[src/rtl/reset_sequencer.sv]
// reset_sequencer: staged reset release controller.
// After the reset source drops, all stages stay asserted for HOLD_CYCLES,
// then rst_out bits are released one at a time (bit 0 first), STAGE_GAP
// cycles apart. seq_done is high once every stage is released.
// A software request restarts the whole sequence; rst_cause records why
// the last sequence started (0 = system, 1 = software, 2 = watchdog).
// Optional watchdog: define RESET_SEQ_WATCHDOG_EN to compile in a 16-bit
// watchdog that restarts the sequence when RUN is not serviced by wdt_kick.
module reset_sequencer #(
   parameter int HOLD_CYCLES = 4,
   parameter int STAGES      = 3,
   parameter int STAGE_GAP   = 8,
   parameter int WDT_TIMEOUT = 1024
) (
   input  logic              clk,
   input  logic              reset,
   input  logic              sw_rst_req,
   input  logic              wdt_kick,
   output logic [STAGES-1:0] rst_out,
   output logic              seq_done,
   output logic [1:0]        rst_cause
);

   typedef enum logic [1:0] {
      ASSERT  = 2'd0,
      HOLD    = 2'd1,
      RELEASE = 2'd2,
      RUN     = 2'd3
   } state_t;

   localparam logic [7:0] HOLD_LAST  = 8'(HOLD_CYCLES - 1);
   localparam logic [7:0] GAP_LAST   = 8'(STAGE_GAP - 1);
   localparam logic [3:0] STAGE_LAST = 4'(STAGES - 1);

   localparam logic [1:0] CAUSE_SYS = 2'd0;
   localparam logic [1:0] CAUSE_SW  = 2'd1;
   localparam logic [1:0] CAUSE_WDT = 2'd2;

   state_t            state_reg, state_next;
   logic [7:0]        hold_cnt_reg, hold_cnt_next;
   logic [7:0]        gap_cnt_reg, gap_cnt_next;
   logic [3:0]        stage_idx_reg, stage_idx_next;
   logic [STAGES-1:0] rst_out_reg, rst_out_next;
   logic              seq_done_reg, seq_done_next;
   logic [1:0]        cause_reg, cause_next;

   // Per-stage control decided by the FSM: force all stages on, or clear one.
   logic              set_all;
   logic              clr_en;
   logic [3:0]        clr_idx;

   // High in the RUN cycle where the watchdog expires without a kick.
   logic              wdt_fire;

`ifdef RESET_SEQ_WATCHDOG_EN
   localparam logic [15:0] WDT_LAST = 16'(WDT_TIMEOUT - 1);

   logic [15:0] wdt_cnt_reg, wdt_cnt_next;

   assign wdt_fire = (state_reg == RUN) && !wdt_kick && (wdt_cnt_reg == WDT_LAST);

   // Watchdog counts only while staying in RUN; kick or RUN entry clears it.
   always_comb begin
      wdt_cnt_next = 16'd0;
      if ((state_reg == RUN) && (state_next == RUN) && !wdt_kick) begin
         if (wdt_cnt_reg == WDT_LAST) begin
            wdt_cnt_next = wdt_cnt_reg;
         end else begin
            wdt_cnt_next = wdt_cnt_reg + 16'd1;
         end
      end
   end

   // Watchdog counter register.
   always_ff @(posedge clk) begin
      if (reset) begin
         wdt_cnt_reg <= 16'd0;
      end else begin
         wdt_cnt_reg <= wdt_cnt_next;
      end
   end
`else
   // No watchdog: the kick input and timeout parameter have no effect.
   localparam logic [15:0] unused_wdt_timeout = 16'(WDT_TIMEOUT);
   logic unused_wdt_kick;

   assign unused_wdt_kick = wdt_kick;
   assign wdt_fire        = 1'b0;
`endif

   // Next-state logic: sequencing, counters and reset-cause tracking.
   always_comb begin
      state_next     = state_reg;
      hold_cnt_next  = hold_cnt_reg;
      gap_cnt_next   = gap_cnt_reg;
      stage_idx_next = stage_idx_reg;
      cause_next     = cause_reg;
      set_all        = 1'b0;
      clr_en         = 1'b0;
      clr_idx        = stage_idx_reg;

      case (state_reg)
         ASSERT: begin
            // Only reached here with reset low (reset itself is handled in
            // the register block), so always start holding next cycle.
            set_all        = 1'b1;
            state_next     = HOLD;
            hold_cnt_next  = 8'd0;
            gap_cnt_next   = 8'd0;
            stage_idx_next = 4'd0;
            if (sw_rst_req) begin
               cause_next = CAUSE_SW;
            end
         end

         HOLD: begin
            if (sw_rst_req) begin
               state_next     = ASSERT;
               set_all        = 1'b1;
               hold_cnt_next  = 8'd0;
               gap_cnt_next   = 8'd0;
               stage_idx_next = 4'd0;
               cause_next     = CAUSE_SW;
            end else if (hold_cnt_reg == HOLD_LAST) begin
               // Stage 0 releases on the same edge that leaves HOLD.
               clr_en  = 1'b1;
               clr_idx = 4'd0;
               if (STAGES == 1) begin
                  state_next = RUN;
               end else begin
                  state_next     = RELEASE;
                  gap_cnt_next   = 8'd0;
                  stage_idx_next = 4'd1;
               end
            end else begin
               hold_cnt_next = hold_cnt_reg + 8'd1;
            end
         end

         RELEASE: begin
            if (sw_rst_req) begin
               state_next     = ASSERT;
               set_all        = 1'b1;
               hold_cnt_next  = 8'd0;
               gap_cnt_next   = 8'd0;
               stage_idx_next = 4'd0;
               cause_next     = CAUSE_SW;
            end else if (gap_cnt_reg == GAP_LAST) begin
               clr_en  = 1'b1;
               clr_idx = stage_idx_reg;
               if (stage_idx_reg >= STAGE_LAST) begin
                  // Last stage released: counters stay saturated.
                  state_next = RUN;
               end else begin
                  stage_idx_next = stage_idx_reg + 4'd1;
                  gap_cnt_next   = 8'd0;
               end
            end else begin
               gap_cnt_next = gap_cnt_reg + 8'd1;
            end
         end

         RUN: begin
            if (sw_rst_req) begin
               state_next     = ASSERT;
               set_all        = 1'b1;
               hold_cnt_next  = 8'd0;
               gap_cnt_next   = 8'd0;
               stage_idx_next = 4'd0;
               cause_next     = CAUSE_SW;
            end else if (wdt_fire) begin
               state_next     = ASSERT;
               set_all        = 1'b1;
               hold_cnt_next  = 8'd0;
               gap_cnt_next   = 8'd0;
               stage_idx_next = 4'd0;
               cause_next     = CAUSE_WDT;
            end
         end

         default: begin
            state_next = ASSERT;
            set_all    = 1'b1;
         end
      endcase

      // seq_done is high only while the FSM stays in RUN, so it rises one
      // cycle after the final stage clears and drops as RUN is left.
      seq_done_next = (state_reg == RUN) && (state_next == RUN);
   end

   // Per-stage reset bits: forced on as a group, cleared one at a time.
   generate
      for (genvar gi = 0; gi < STAGES; gi++) begin : g_stage
         always_comb begin
            rst_out_next[gi] = rst_out_reg[gi];
            if (set_all) begin
               rst_out_next[gi] = 1'b1;
            end else if (clr_en && (clr_idx == 4'(gi))) begin
               rst_out_next[gi] = 1'b0;
            end
         end
      end
   endgenerate

   // State, counter and output registers; system reset wins over all requests.
   always_ff @(posedge clk) begin
      if (reset) begin
         state_reg     <= ASSERT;
         hold_cnt_reg  <= 8'd0;
         gap_cnt_reg   <= 8'd0;
         stage_idx_reg <= 4'd0;
         rst_out_reg   <= '1;
         seq_done_reg  <= 1'b0;
         cause_reg     <= CAUSE_SYS;
      end else begin
         state_reg     <= state_next;
         hold_cnt_reg  <= hold_cnt_next;
         gap_cnt_reg   <= gap_cnt_next;
         stage_idx_reg <= stage_idx_next;
         rst_out_reg   <= rst_out_next;
         seq_done_reg  <= seq_done_next;
         cause_reg     <= cause_next;
      end
   end

   assign rst_out   = rst_out_reg;
   assign seq_done  = seq_done_reg;
   assign rst_cause = cause_reg;

endmodule
[config.mk]
export PLATFORM = sky130hd
export DESIGN_NAME = reset_sequencer
export DESIGN_NICKNAME = d
export VERILOG_FILES = /design/src/rtl/reset_sequencer.sv
export SDC_FILE = /design/constraint.sdc
export NUM_CORES = 1
export LEC_CHECK = 0
export BUFFER_PORTS_ARGS = -buffer_cell sky130_fd_sc_hd__buf_2
export CORE_MARGIN = 2
export CORE_UTILIZATION = 58
export DETAILED_ROUTE_END_ITERATION = 6
export PLACE_DENSITY = 0.77
export SLEW_MARGIN = 40
export SYNTH_ARGS = -nofsm -noshare
export SYNTH_HDL_FRONTEND = slang
export SYNTH_SLANG_ARGS = --single-unit
export TNS_END_PERCENT = 20
[constraint.sdc]
create_clock -name clk -period 2.8 [get_ports clk]
set_clock_uncertainty 0.1 [all_clocks]
set_input_delay 0.56 -clock clk [delete_from_list [all_inputs] [get_ports clk]]
set_output_delay 0.56 -clock clk [all_outputs]
set_load 0.01 [all_outputs]
### Word level (Yosys, flattened, before mapping)

Cells that the tools add are included.

| cells by class | value |
|---|---|
| reduce and logical (&&, ||, !) cells | 13 |
| $add $sub $neg | 3 |
| $lt $le $gt $ge | 1 |
| muxes and demuxes | 36 |
| eq/ne operators | 16 |

Operator list:

| cell | count |
|---|---|
| 2-to-1 mux 8 bit | 8 |
| 2-to-1 mux 4 bit | 9 |
| one-hot mux 8 bit (4 select lines) | 1 |
| one-hot mux 8 bit (3 select lines) | 1 |
| adder 8 x 1 -> 8 bit (second input constant) | 2 |
| 2-to-1 mux 2 bit | 8 |
| one-hot mux 4 bit (4 select lines) | 1 |
| inequality test 3 bit (second input constant) | 4 |
| equality test 8 x 2 -> 1 bit (second input constant) | 1 |
| equality test 8 x 3 -> 1 bit (second input constant) | 1 |
| one-hot mux 2 bit (4 select lines) | 1 |
| equality test 2 bit (second input constant) | 3 |
| 2-to-1 mux 1 bit | 5 |
| adder 4 x 1 -> 4 bit (second input constant) | 1 |
| equality test 4 x 1 -> 1 bit (second input constant) | 1 |
| equality test 4 x 2 -> 1 bit (second input constant) | 1 |
| greater-or-equal comparator 4 x 2 -> 1 bit (second input constant) | 1 |
| logical AND 1 bit | 4 |
| zero test 4 bit | 1 |
| inequality test 2 x 1 -> 1 bit (second input constant) | 2 |
| inequality test 4 bit (second input constant) | 1 |
| one-hot mux 1 bit (2 select lines) | 2 |
| AND reduction 4 bit | 1 |
| OR reduction 2 bit | 2 |
| 7 further kinds | 7 |

| word-level totals | value |
|---|---|
| logic and storage cells | 78 |
| input port bits | 4 |
| register bits after elaboration | 28 |
| output and inout bits | 6 |

### Depth between registers and ports, before layout

Gate-level depths: netlist (run 1).

| depth | value |
|---|---|
| depth after elaboration | 7 |
| mapped depth | 8 |
| gate-level depth less buffers | 7 |

### Least setup slack after synthesis (run 1)

No wires, ideal clock.

| path | value |
|---|---|
| kind | register to register |
| start point | register stage_idx_reg[0] |
| end point | register stage_idx_reg[0] |
| data arrival time | 2205 ps |
| data required time | 2630 ps |
| path buffers | 0 |
| setup slack | 424 ps |
| stages on the path, launching flop included | 8 |
| cells stage by stage | dfxtp_1 inv_1 ha_1 or4_4 o41ai_4 nand2b_4 or4b_1 a21oi_1 |

| between the ends | value |
|---|---|
| word-level cells in the longest chain between the ends | 5 |
| elaborated cells between the ends (all ways) | 8 |
| classes of those cells | add/sub: 1; order compare: 1; eq/ne: 1; mux: 4; reduce/logical: 1 |

Ends and longest elaborated chain:

| item | line | source |
|---|---|---|
| from (decl) | 42 | `logic [3:0] stage_idx_reg, stage_idx_next;` |
| from (signal assigned) | 220 | `stage_idx_reg <= stage_idx_next;` |
| adder 4 x 1 -> 4 bit | 155 | `stage_idx_next = stage_idx_reg + 4'd1;` |
| 2-to-1 mux 4 bit | 151 | `if (stage_idx_reg >= STAGE_LAST) begin` |
| 2-to-1 mux 4 bit | 148 | `end else if (gap_cnt_reg == GAP_LAST) begin` |
| 2-to-1 mux 4 bit | 141 | `if (sw_rst_req) begin` |
| one-hot mux 4 bit (4 select lines) | 102 | `case (state_reg)` |

Several ways; a longest one is shown, not always the timed one. The select of a mux whose other input is x is not followed.
A chain may end at the register's enable or synchronous reset.

### Worst setup path in the final report (run 1)

Same ends and word-level chain as after synthesis.

==> flow_summary.yaml, run 1 <==
final_layout:
  diodes: 0
  design_area_um2: 1544
  drive_above_1_share_pct: 15.64
  nNetsFinal: 192
  fill_cells: 206
  seqCellArea_um2: 540.5
  multiInputGateArea_um2: 859.6
  syn2layout_area_growth_pct: 7.118
clocking:
  clk-insertion-delay-late_ns: 0.31
  cts_tree: "built"
  postCtsHoldBufs: 0
  cts_made_buffers: 3
  max-clock-path-buffers: 2
  cts_sinks: 27
  cts_htree_levels: 1
  root_buffer: "clkbuf_4"
  cts_setup_buffers: 0
  cts.clk_slew.worst_paths_ns: 0.13
  ctsResizeCount: 0
synthesis:
  synth-seq-cells: 27
  synth_cells: 170
  synth_edf_count: 0
  synth_flop_cell: "dfxtp_1"
  synth_nets: 182
  synth_cell_types: 42
  syn_area_um2: 1441
  ys_warn_count: 0
  ys_seq_area_share_pct: 37.50
  synthArstFlopShare_pct: 0
  postSynthAreaPerCell_um2: 8.479
detailed_routing:
  dr_total_vias: 1235
  wl_per_cell_um: 13.08
  antenna_left: 0
  drt_iter0_drc: 17
  drtPass1Iterations: 4
  wl_um: 2734
  drc_errors: 0
  routed_via_density: 5.909
place:
  place.gp.congestion: 0.8390
  dp_hpwl_um: 2074
  dpl_cell_area_um2: 1518
  numPortBuffers: 7
floorplan:
  die_x_um: 53.85
  start_util_pct: 59.81
  rows: 18
  die-height_um: 53.85
  core_area_um2: 2410
  ioPinCount: 10
  die-area_um2: 2900
setup_path:
  crit_type: "reg2reg"
  ff2ff_path_depth: 7
  start_kind: "register"
  arrival_ns: 2.74
  cp-end-kind: "register"
  cp.required_ns: 2.95
  crit_fanout: 7
outcome:
  outcome: "completed"
timing:
  drv_slew: 0
  slew_headroom_pct: 65.23
  min_period_ns: 2.584
  fmax_ghz: 0.3869
  hold_ws_ns: 0.3683
  setup_viol: 0
  finalCritPeriodShare_pct: 92.30
  worst_pin_slew_ns: 0.5181
  finalSetupTns_ns: 0
  hold_viol: 0
  rsz0062_at_grt: "false"
grt:
  gr-usage-all-layers_pct: 21.71
  grt_max_degree: 21
  antenna_found_initial: 0
  grt_pass1_wl_um: 4650
  grt_pass1_vias: 1110
  grt-ovfl-total: 0
power_and_ir_drop:
  power_density_nw_per_um2: 381.9
  p_leak_nw: 0.5685
  total_power_w: 0.0005897
  vdd_drop_max_uv: 307.9
hold_path:
  hold_path_depth: 2
  holdCritPathClass: "reg2reg"
job:
  maxCapViolations: 0
==> synthesized netlist by cell type, types with 2 or more instances <==
library cell | instances | area share (%)
a211oi_1 | 2 | 1.0
a21oi_1 | 16 | 5.6
a31oi_1 | 5 | 2.2
and3_1 | 3 | 1.3
clkbuf_1 | 5 | 1.3
dfxtp_1 | 27 | 38
ha_1 | 8 | 6.9
inv_1 | 4 | 1.0
nand2_1 | 13 | 3.4
nand2b_1 | 2 | 0.87
nand3_1 | 3 | 1.0
nand4_1 | 2 | 0.87
nand4b_1 | 2 | 1.2
nor2_1 | 19 | 4.9
nor2b_1 | 2 | 0.87
nor3_1 | 6 | 2.1
nor4_1 | 4 | 1.7
o2111ai_1 | 3 | 1.8
o21ai_0 | 10 | 3.5
o31ai_1 | 2 | 1.0
or2_2 | 2 | 0.87
or3_1 | 4 | 1.7
or4_1 | 3 | 1.6
xor2_1 | 5 | 3.0
==> where the power goes <==
part,switching (W),total (W),internal (W)
clock,0.000106,0.000162,0.0000556
sequential,0.00000212,0.000389,0.000387
combinational,0.0000253,0.0000387,0.0000134
==> worst max-delay path, stage by stage (launching register included) <==
cell	delay, ns
dfxtp_1	0.40
inv_1	0.10
ha_1	0.20
or4_4	0.46
o41ai_4	0.53
nand2b_4	0.12
or4b_1	0.47
a21oi_1	0.15
==> metal layers <==
metal | global-route usage [%] | routed length [um] | vias up
li1 | - | - | 636
met1 | 26.54 | 1266 | 586
met2 | 39.43 | 1397 | 11
met3 | 2.500 | 55 | 2
met4 | 6.410 | 15 | 0
met5 | 0 | 0 | -
==> final timing paths <==
kind / slack [ns] / to / startpoint
max: 0.22 / stage_idx_reg[0] / stage_idx_reg[0]
min: 0.37 / rst_out[2] / rst_out[2]
max reg2reg: 0.22 / stage_idx_reg[0] / stage_idx_reg[0]
min reg2reg: 0.37 / rst_out[2] / rst_out[2]
==> placed cells by master, fill, tap and decap left out, drive strengths merged, types with 3 or more instances in the layout <==
cell type / instances
a21oi: 16
a31oi: 5
and3: 3
buf: 11
clkbuf: 4
dfxtp: 27
ha: 8
inv: 4
nand2: 13
nand2b: 3
nand3: 3
nor2: 19
nor3: 6
nor4: 4
o2111ai: 3
o21ai: 11
or3: 5
or4: 5
xor2: 5
==> kinds of logic (layout without fill, tap and decap cells) <==
kind of cell               after synthesis  count (layout)  share of synthesized area (%)
AOI/OAI and AO/OA                       43              43                          19.10
xor gates and xnor gates                 5               5                          3.038
adders and majority gates                8               8                          6.945
buffers and inverters                   10              19                          2.865
DFF                                     27              27                          37.50
muxes                                    1               1                         0.7812
other                                    1               1                         0.2602
and+or+nand+nor                         75              75                          29.51
==> final cells by class <==
class | instances | area share, %
Clock buffer | 4 | 1.702
Inverter | 4 | 0.9724
Multi-Input combinational cell | 133 | 55.67
Tap cell | 30 | 2.431
Timing Repair Buffer | 11 | 4.214
Sequential cell | 27 | 35.01
==> stage by stage <==
step	instances	worst slack, ns	util, %
floorplan	170	0.4242	-
global placement	205	0.2797	62.98
detailed placement	205	0.2314	62.98
CTS	209	0.2128	64.07
global route	209	0.06037	64.07
finish	209	0.2156	64.07
No activity file was read; power rests on OpenSTA's default activity.
==> run 2: changes to the inputs <==
--- a/config.mk
+++ b/config.mk
@@ -10,6 +10,7 @@
 export CORE_UTILIZATION = 58
 export DETAILED_ROUTE_END_ITERATION = 6
 export PLACE_DENSITY = 0.77
+export REMOVE_ABC_BUFFERS = 1
 export SLEW_MARGIN = 40
 export SYNTH_ARGS = -nofsm -noshare
 export SYNTH_HDL_FRONTEND = slang
==> run 2 against run 1 <==
Effect of this change: non-clock buffer count unchanged; sequential power about the same; hold slack better by 0.011 ns; via count down 0.32%; critical path type unchanged; largest power group unchanged; highest routed layer unchanged.
==> flow_summary.yaml, run 2 (same netlist as run 1, synthesis figures left out) <==
timing:
  worst_pin_slew_ns: 0.5717
  hold_ws_ns: 0.3788
  finalSetupTns_ns: 0
  fmax_ghz: 0.4028
  setup_viol: 0
  rsz0062_at_grt: "false"
  drv_slew: 0
  slew_headroom_pct: 61.63
  hold_viol: 0
  finalCritPeriodShare_pct: 88.66
  min_period_ns: 2.482
power_and_ir_drop:
  switching_share_pct: 24.00
  total_power_w: 0.0006010
  clkPwrFrac_pct: 28.7
  power_frac_comb_pct: 6.4
  power_density_nw_per_um2: 389.3
  vdd_drop_max_uv: 379.8
  power_frac_seq_pct: 64.8
  p_sw_w: 0.0001442
  p_leak_nw: 0.5685
  p_int_w: 0.0004568
detailed_routing:
  routed_via_density: 5.890
  wl_um: 2844
  antenna_left: 0
  drc_errors: 0
  dr_total_vias: 1231
  wl_per_cell_um: 13.61
  drt_iter0_drc: 20
  drtPass1Iterations: 6
job:
  maxCapViolations: 0
final_layout:
  fin_util_pct: 64.07
  nNetsFinal: 192
  syn2layout_area_growth_pct: 7.118
  diodes: 0
  fin_cells: 209
  drive_above_1_share_pct: 15.64
  final_cell_mix: "dfxtp_1 (27), nor2_1 (19), a21oi_1 (16)"
  final_common_cell: "dfxtp_1"
clocking:
  cts_htree_levels: 1
  cts_sinks: 27
  postCtsHoldBufs: 0
  root_buffer: "clkbuf_4"
  cts.clk_slew.worst_paths_ns: 0.14
  clk-insertion-delay-late_ns: 0.33
  ctsResizeCount: 0
  cts_setup_buffers: 0
  cts_made_buffers: 3
  max-clock-path-buffers: 2
  cts_tree: "built"
grt:
  grt_pass1_wl_um: 4623
  grt_pass1_vias: 1135
  gr-usage-all-layers_pct: 21.51
  antenna_found_initial: 0
  grt-ovfl-total: 0
  grt_max_degree: 21
setup_path:
  start_kind: "register"
  cp-end-kind: "register"
  crit_type: "reg2reg"
  slowest_stage: "or4b_1"
  cp-startpoint: "stage_idx_reg[0]"
  cp.required_ns: 2.97
  path_delay_family: "simple AND/OR/NAND/NOR gates"
  critical_path_buf_inv_count: 1
  path_cells: "inv_1, ha_1, or4_4, o41ai_4, nand2b_4, or4b_1, a21oi_1"
  worst_path_largest_cell_delay_ns: 0.48
  arrival_ns: 2.65
  crit_fanout: 7
  reg2reg_from: "stage_idx_reg[0]"
hold_path:
  holdCritPathClass: "reg2reg"
  worst_hold_startpoint: "rst_out[2]"
place:
  dp_cells: 205
  numPortBuffers: 7
  dp_hpwl_um: 2104
  place.gp.congestion: 0.7950
floorplan:
  start_util_pct: 59.81
  core_area_um2: 2410
  ioPinCount: 10
  rows: 18
  die_x_um: 53.85
  die-area_um2: 2900
  die-height_um: 53.85
outcome:
  outcome: "completed"
==> run 2: stage by stage <==
stage | setup WS (ns) | area [um2]
2_1_floorplan | 0.4249 | 1415
3_3_place_gp | 0.2819 | 1518
3_5_place_dp | 0.2312 | 1518
4_1_cts | 0.1876 | 1544
5_1_grt | 0.09934 | 1544
6_report | 0.3176 | 1544
==> run 2: power by group through the flow <==
stage / combinational, W / clock, W / sequential, W
after floorplan: 0.0000224 / 0 / 0.000398
after global placement: 0.0000379 / 0 / 0.000398
after detailed placement: 0.0000386 / 0 / 0.000398
after CTS: 0.0000389 / 0.000174 / 0.000390
after global routing: 0.0000436 / 0.000185 / 0.000390
final: 0.0000387 / 0.000173 / 0.000390
==> run 2: worst reg2reg max path, cell delays in order (launching register included) <==
cell	delay, ns
dfxtp_1	0.40
inv_1	0.10
ha_1	0.21
or4_4	0.46
o41ai_4	0.42
nand2b_4	0.12
or4b_1	0.48
a21oi_1	0.15
==> run 2: per-layer routing <==
| layer | up-vias | routed length, um | GRT usage [%] |
|---|---|---|---|
| li1 | 640 | - | - |
| met1 | 568 | 1274 | 26.17 |
| met2 | 19 | 1434 | 39.23 |
| met4 | 0 | 38 | 6.410 |
| met5 | - | 0 | 0 |
| met3 | 4 | 96 | 2.500 |
==> run 2: final cells by class <==
class                      instances  area (um2)
fill                             204       865.8
tap                               30       37.54
clock buffer                       4       26.28
sequential                        27       540.5
inverter                           4       15.01
timing repair buffer              11       65.06
multi-input combinational        133       859.6
==> run 2: path summary, 6_finish.rpt <==
kind	to	slack [ns]	cells past startpoint
hold reg to reg	rst_out[2]	0.38	2
hold / removal	rst_out[2]	0.38	2
setup reg to reg	stage_idx_reg[0]	0.32	7
setup / recovery	stage_idx_reg[0]	0.32	7
==> run 3: changes to the inputs <==
--- a/config.mk
+++ b/config.mk
@@ -5,11 +5,11 @@
 export SDC_FILE = /design/constraint.sdc
 export NUM_CORES = 1
 export LEC_CHECK = 0
-export BUFFER_PORTS_ARGS = -buffer_cell sky130_fd_sc_hd__buf_2
 export CORE_MARGIN = 2
-export CORE_UTILIZATION = 58
+export CORE_UTILIZATION = 60
 export DETAILED_ROUTE_END_ITERATION = 6
-export PLACE_DENSITY = 0.77
+export DONT_BUFFER_PORTS = 1
+export PLACE_DENSITY = 0.82
 export REMOVE_ABC_BUFFERS = 1
 export SLEW_MARGIN = 40
 export SYNTH_ARGS = -nofsm -noshare
==> run 3 against run 2 <==
Effect of this change: clock power down 6%; critical path depth is the same; total power decreased by 3.3%; sequential share of layout area up 1.1 points; worst setup slack lost 0.15 ns; global-route usage grew 1.6 points; sequential power about the same; flip-flop and latch count is the same; die area decreased by 3.1%; hold slack got worse by 0.19 ns; largest cell class unchanged.
==> flow_summary.yaml, run 3 (same netlist as run 1, synthesis figures left out) <==
clocking:
  max-clock-path-buffers: 2
  cts.clk_slew.worst_paths_ns: 0.13
  cts_htree_levels: 1
  cts_made_buffers: 3
  cts_setup_buffers: 0
  clk-insertion-delay-late_ns: 0.31
  postCtsHoldBufs: 0
  cts_tree: "built"
  cts_sinks: 27
  root_buffer: "clkbuf_4"
  ctsResizeCount: 0
outcome:
  outcome: "completed"
setup_path:
  crit_fanout: 7
  cp.required_ns: 2.96
  arrival_ns: 2.79
  start_kind: "register"
  crit_type: "reg2reg"
  ff2ff_path_depth: 7
  cp-end-kind: "register"
detailed_routing:
  drtPass1Iterations: 4
  antenna_left: 0
  routed_via_density: 6.076
  drc_errors: 0
  wl_per_cell_um: 14.69
  dr_total_vias: 1203
  wl_um: 2908
  drt_iter0_drc: 20
grt:
  grt_max_degree: 21
  grt-ovfl-total: 0
  grt_pass1_vias: 1105
  gr-usage-all-layers_pct: 23.10
  grt_pass1_wl_um: 4816
  antenna_found_initial: 0
timing:
  min_period_ns: 2.627
  rsz0062_at_grt: "false"
  finalCritPeriodShare_pct: 93.84
  worst_pin_slew_ns: 0.6489
  hold_viol: 0
  drv_slew: 0
  fmax_ghz: 0.3806
  finalSetupTns_ns: 0
  setup_viol: 0
  slew_headroom_pct: 56.34
final_layout:
  seqCellArea_um2: 540.5
  design_area_um2: 1496
  drive_above_1_share_pct: 11.76
  fin_util_pct: 67.00
  fin_cells: 198
  syn2layout_area_growth_pct: 3.820
  nNetsFinal: 183
  fill_cells: 188
  final_common_cell: "dfxtp_1"
  multiInputGateArea_um2: 864.6
  diodes: 0
  final_cell_mix: "dfxtp_1 (27), nor2_1 (19), a21oi_1 (16)"
place:
  dp_hpwl_um: 2118
  dpl_cell_area_um2: 1470
  place.gp.congestion: 0.8657
  dp_cells: 194
  numPortBuffers: 0
hold_path:
  hold_path_depth: 1
  holdCritPathClass: "in2reg"
floorplan:
  core_area_um2: 2233
  die-area_um2: 2811
  ioPinCount: 10
  die-height_um: 53.02
  start_util_pct: 64.54
  rows: 17
  die_x_um: 53.02
power_and_ir_drop:
  p_leak_nw: 0.5340
  total_power_w: 0.0005811
  power_density_nw_per_um2: 388.3
  vdd_drop_max_uv: 283.2
job:
  maxCapViolations: 0
## run 3: cell types whose count changed in the layout (fill, tap and decap cells not counted), sizes merged
cell	previous run	this run
buf	11	2
## run 3: routing by layer
layer / track usage [%] / share of wire [%] / wire, um
met1: 31.23 / 50 / 1453
met2: 36.25 / 46 / 1344
met4: 10.26 / 1.1 / 33
met3: 3.390 / 2.6 / 76
met5: 0 / 0 / 0
## run 3: metrics by stage
stage               worst slack [ns]  hold WS (ns)
floorplan                     0.4249        0.3431
global placement              0.2767        0.3570
detailed placement            0.2243        0.3693
CTS                           0.1860        0.1839
global route                 0.01474        0.1667
finish                        0.1725        0.1889
## run 3: cell type report
class | instances | share of cell area [%]
Multi-Input combinational cell | 133 | 57.78
Inverter | 4 | 1.003
Tap cell | 28 | 2.341
Sequential cell | 27 | 36.12
Timing Repair Buffer | 2 | 1.003
Clock buffer | 4 | 1.756
## run 3: final timing paths
kind / startpoint / end / slack, ns
hold / removal: reset / stage_idx_reg[0] / 0.19
setup reg to reg: stage_idx_reg[0] / stage_idx_reg[0] / 0.17
setup / recovery: stage_idx_reg[0] / stage_idx_reg[0] / 0.17
hold reg to reg: gap_cnt_reg[1] / gap_cnt_reg[1] / 0.38
## run 3: where the power goes
group,total (W),switching (W),internal [W]
combinational,0.0000287,0.0000174,0.0000112
sequential,0.000390,0.00000291,0.000387
clock,0.000162,0.000107,0.0000557
total,0.000581,0.000127,0.000454
## run 3: critical path, cell delays in order, from the launching register on
cell,delay (ns)
dfxtp_1,0.40
inv_1,0.11
ha_1,0.20
or4_4,0.46
o41ai_4,0.55
nand2b_4,0.12
or4b_1,0.49
a21oi_1,0.14
